### src/rtl/control_unit.sv
// Multi-cycle instruction control unit: it accepts an instruction word, decodes it and
// sequences DECODE -> EXEC -> WB while keeping counts of retired and illegal instructions.
module control_unit #(
  parameter int DATA_WIDTH = 8,
  parameter int REG_ADDR_W = 3
) (
  input  logic                  CLK,
  input  logic                  RESETN,
  input  logic [31:0]           INSTRUCTION,
  input  logic                  INSTR_VALID,
  output logic                  INSTR_READY,
  output logic [2:0]            ALUOP,
  output logic [REG_ADDR_W-1:0] READ_REG1,
  output logic [REG_ADDR_W-1:0] READ_REG2,
  output logic [REG_ADDR_W-1:0] WRITE_REG,
  output logic                  IMM_SEL,
  output logic                  NEG_SEL,
  output logic [DATA_WIDTH-1:0] IMMEDIATE,
  output logic                  REG_WRITE_EN,
  output logic                  ILLEGAL,
  output logic [7:0]            RETIRED_CNT,
  output logic [3:0]            ILLEGAL_CNT
);

  typedef enum logic [1:0] {S_IDLE, S_DECODE, S_EXEC, S_WB} state_e;
  typedef enum logic [2:0] {ALU_FWD = 3'b000, ALU_ADD = 3'b001, ALU_AND = 3'b010,
                            ALU_OR  = 3'b011} aluop_e;

  state_e      state_q, state_d;
  logic [31:0] instr_q, instr_d;
  logic [7:0]  retired_q, retired_d;
  logic [3:0]  illegal_cnt_q, illegal_cnt_d;

  logic   dec_legal, dec_imm, dec_neg;
  aluop_e dec_aluop;

  // Opcode table, evaluated on the captured word so it stays stable through EXEC and WB.
  always_comb begin
    dec_legal = 1'b1;
    dec_aluop = ALU_FWD;
    dec_imm   = 1'b0;
    dec_neg   = 1'b0;
    case (instr_q[31:24])
      8'h00: dec_imm = 1'b1;
      8'h01: dec_aluop = ALU_FWD;
      8'h02: dec_aluop = ALU_ADD;
      8'h03: begin
        dec_aluop = ALU_ADD;
        dec_neg   = 1'b1;
      end
      8'h04: dec_aluop = ALU_AND;
      8'h05: dec_aluop = ALU_OR;
      default: dec_legal = 1'b0;
    endcase
  end

  // NOTE: every signal written in this block gets a default first, so no path leaves
  // one unassigned and no latch is inferred.
  always_comb begin
    state_d       = state_q;
    instr_d       = instr_q;
    retired_d     = retired_q;
    illegal_cnt_d = illegal_cnt_q;
    INSTR_READY   = 1'b0;
    ALUOP         = ALU_FWD;
    IMM_SEL       = 1'b0;
    NEG_SEL       = 1'b0;
    REG_WRITE_EN  = 1'b0;
    ILLEGAL       = 1'b0;
    case (state_q)
      S_IDLE: begin
        INSTR_READY = 1'b1;
        if (INSTR_VALID) begin
          instr_d = INSTRUCTION;
          state_d = S_DECODE;
        end
      end
      S_DECODE: begin
        ALUOP   = dec_aluop;
        IMM_SEL = dec_imm;
        NEG_SEL = dec_neg;
        if (dec_legal) begin
          state_d = S_EXEC;
        end else begin
          ILLEGAL       = 1'b1;
          illegal_cnt_d = (illegal_cnt_q == 4'hF) ? illegal_cnt_q : illegal_cnt_q + 4'd1;
          state_d       = S_IDLE;
        end
      end
      S_EXEC: begin
        ALUOP   = dec_aluop;
        IMM_SEL = dec_imm;
        NEG_SEL = dec_neg;
        state_d = S_WB;
      end
      S_WB: begin
        ALUOP        = dec_aluop;
        IMM_SEL      = dec_imm;
        NEG_SEL      = dec_neg;
        REG_WRITE_EN = 1'b1;
        retired_d    = retired_q + 8'd1;
        state_d      = S_IDLE;
      end
      default: state_d = S_IDLE;
    endcase
  end

  // NOTE: state registers use non-blocking assignments so every flop samples the
  // pre-edge values, independent of statement order.
  always_ff @(posedge CLK or negedge RESETN) begin
    if (!RESETN) begin
      state_q       <= S_IDLE;
      instr_q       <= '0;
      retired_q     <= '0;
      illegal_cnt_q <= '0;
    end else begin
      state_q       <= state_d;
      instr_q       <= instr_d;
      retired_q     <= retired_d;
      illegal_cnt_q <= illegal_cnt_d;
    end
  end

  // Field outputs come straight from the captured word, so they hold between instructions.
  assign READ_REG1   = instr_q[8 +: REG_ADDR_W];
  assign READ_REG2   = instr_q[0 +: REG_ADDR_W];
  assign WRITE_REG   = instr_q[16 +: REG_ADDR_W];
  assign IMMEDIATE   = instr_q[0 +: DATA_WIDTH];
  assign RETIRED_CNT = retired_q;
  assign ILLEGAL_CNT = illegal_cnt_q;

  logic unused_instr_bits;
  assign unused_instr_bits = ^{instr_q[23:19], instr_q[15:11]};

endmodule

### config.mk
export PLATFORM = sky130hd
export DESIGN_NAME = control_unit
export DESIGN_NICKNAME = d
export VERILOG_FILES = /design/src/rtl/control_unit.sv
export SDC_FILE = /design/constraint.sdc
export NUM_CORES = 1
export LEC_CHECK = 0
export ABC_AREA = 1
export BUFFER_PORTS_ARGS = -buffer_cell sky130_fd_sc_hd__buf_2
export CAP_MARGIN = 10
export CORE_AREA = 5 5 68 70
export DETAILED_ROUTE_END_ITERATION = 8
export DIE_AREA = 0 0 73 75
export PLACE_DENSITY_LB_ADDON = 0.25
export SLEW_MARGIN = 15
export SYNTH_ARGS = -nofsm -noshare
export SYNTH_HDL_FRONTEND = slang
export SYNTH_SLANG_ARGS = --single-unit
### constraint.sdc
create_clock -name CLK -period 1.4 [get_ports CLK]
set_input_delay 0.28 -clock CLK [delete_from_list [all_inputs] [get_ports CLK]]
set_output_delay 0.28 -clock CLK [all_outputs]
set_load 0.005 [all_outputs]
==> qor.csv <==
stage,metric,value,unit
cts,H-tree levels,2,
power_and_ir_drop,maximum vdd ir drop,0.882,mV
sta,clock skew,0.00173,ns
cts,CTS buffer count,5,
place,I/O Buffers,60,
critical_path,Worst EP arrival,1.39,ns
global_routing,gr usage total,14.4,%
sta,Setup TNS Final,-1.61,ns
synth,post-synth top area share,49.5,%
synth,sequential area share after synthesis,49.5,%
sta,Min Hold Slack,0.222,ns
status,status,"finished, violations left",
global_routing,global-route wire length before repair,6.00,mm
synth,Synth area leader,dfrtp_1,
cts,clk_lat worst skew,0.28,ns
synth,Post-synth EDFFs,0,
critical_path,worst reg2reg startpoint,instr_q[27],
hold_path,hold path depth,2,
finish,Syn-to-layout area delta,30.5,%
floorplanning,Die ar.,5480,um^2
global_routing,grt ovf,0,
synth,Mean Syn Cell Area,9.63,um^2
synth,"Distinct cells, synth",23,
route,via-per-instance ratio,4.57,
finish,fin nets,290,
synth,"Primary FF master, synth",dfrtp_1,
critical_path,Crit Path Category,reg2out,
finish,ant diodes,0,
route,post-route ant nets,0,
hold_path,Tightest Hold Check Type,in2reg,
sta,Final period util,119,%
synth,Post-synth ARST share,100,%
place,post-DP HPWL,2.65,mm
critical_path,highest fanout seen on the critical path,2,
status,violated checks,negative setup slack,
finish,fin cells,304,
floorplanning,I/O pin total,72,
place,routability cong.,0.802,
power_and_ir_drop,P per Cell Area,1190,nW/um^2
floorplanning,initial core utilization,46.5,%
floorplanning,# rows,23,
route,Iter 0 DRT Violations,38,
route,DRC,0,
cts,CTS tree,done,
cts,clock buffer depth,2,
synth,register bit total from synthesis,36,
floorplanning,Die W,73,um
sta,post-route setup slack,-0.265,ns
critical_path,Worst EP required,1.12,ns
job,Max-Cap Viols,0,
critical_path,CP Launch Point,instr_q[29],
synth,Synth area leaders,"dfrtp_1 49%, nand2_1 7.6%, buf_4 7.4%",
sta,final number of setup-violating endpoints,10,
synth,Synthesized Nets,226,
route,Detailed Routing Iterations Pass 1,4,
cts,Clk Tree Root Cell,clkbuf_8,
synth,Post-Syn Area,1820,um^2
route,vias,1388,
power_and_ir_drop,total power after layout,2830,uW
critical_path,Worst setup EP type,primary output,
route,Post-Route WL,3.63,mm
place,Inst Count DP,286,
sta,Period minus WS final,1.67,ns
route,WL/cell,11.9,um
finish,layout cells sized above 1,45.7,%
sta,Max Slew Vio Count,0,
sta,RSZ-0062 raised after global routing,true,
synth,synthesized instance count,189,
synth,Syn. warnings,0,
sta,f_max,0.600,GHz
hold_path,hold path startpoint,INSTRUCTION[8],
power_and_ir_drop,leak pwr,0.00130,uW
global_routing,initial antenna violation count,0,
critical_path,Worst Reg2Reg Path Length in Cells,11,
cts,CTS clock-pin slew for the worst setup and hold paths,0.07,ns
cts,CTS sink cnt,36,
finish,Post-Route Utilization,60.7,%
global_routing,largest net degree at the start of global routing,29,
floorplanning,Die H,75,um
global_routing,vias in the first global route,1380,
sta,final hold violation count,0,
critical_path,Critical Path Source Type,register,
floorplanning,placeable core area,3910,um^2
==> cell families after synthesis <==
kind of cell	Yosys count	synth area share (%)
buffers and inverters	40	12.4
other	1	0.206
AOI/OAI and AO/OA	9	2.75
and+or+nand+nor	80	19.8
muxes	16	11.5
DFF	36	49.5
xor gates and xnor gates	5	2.41
adders and majority gates	2	1.37
==> area by class of cell <==
cell class	count	area, um^2
multi-input cells	113	763
flip-flops and latches	36	901
inverters	20	77.6
clock buffers	6	72.6
clock inverters	2	35.0
repair buffers	77	464
fillers	365	1540
well taps	50	62.6
==> cells in the mapped netlist, types with 4 or more instances <==
library cell	count
dfrtp_1	36
nand3_1	7
inv_1	20
mux2_2	8
mux2_4	8
buf_4	18
a21oi_1	6
nand4_1	8
nor3_1	4
nor2_1	19
nand2_1	37
xor2_1	5
==> path summary, 6_finish.rpt <==
check	end	slack, ns
hold reg to reg	instr_q[17]	0.50
hold / removal	instr_q[8]	0.22
min in group asynchronous	instr_q[5]	0.45
max in group asynchronous	instr_q[29]	0.51
setup / recovery	IMM_SEL	-0.27
setup reg to reg	ILLEGAL_CNT[0]	-0.12
==> metrics by stage <==
stage          instance area [um^2]  setup slack [ns]
2_1_floorplan                  1820            0.0836
3_3_place_gp                   2100           -0.0494
3_5_place_dp                   2100           -0.0571
4_1_cts                        2300            -0.260
5_1_grt                        2380            -0.332
6_report                       2380            -0.265
==> repair_timing <==
action / CTS / global route
buffers inserted: 6 / 3
pin swaps: 5 / 11
hold buffers: 1 / 0
hold endpoints to repair: 15 / 0
setup endpoints to repair: 6 / 28
resized for setup: 14 / 11
==> sequential cells by signal (all words and copies together), names as in the netlist, named ones only <==
signal	flops
ILLEGAL_CNT	4
state_q	1
RETIRED_CNT	8
instr_q	22
==> cell usage in the layout (no fill, tap or decap), types with 3 or more instances in the layout <==
master and count:
xor2_1 5, nor2_1 15, mux2_4 8, nand2_1 35, inv_1 18, clkbuf_8 5, buf_2 59, nor2_2 3
a21oi_1 6, mux2_2 8, nand4_1 8, buf_6 5, nand3_1 6, buf_4 11, dfrtp_1 36
==> per-layer routing <==
layer	wire, um	global-route usage, %
met1	1540	17.6
met2	1810	23.9
met3	239	4.01
met4	46	6.15
met5	0	0
==> report_power, final <==
| part | leakage, uW | internal (uW) | switching [uW] |
|---|---|---|---|
| clock network | 0.0000552 | 528 | 355 |
| logic | 0.000804 | 336 | 279 |
| registers | 0.000441 | 1190 | 141 |
| total | 0.00130 | 2060 | 775 |
==> critical path, cell delays in order (launching register included) <==
cell     delay [ns]
dfrtp_1        0.38
nor2_1         0.16
nand3_2        0.10
or2_4          0.24
nor3_2         0.09
buf_2          0.13
Note: power is estimated with default switching activity, not from simulation.
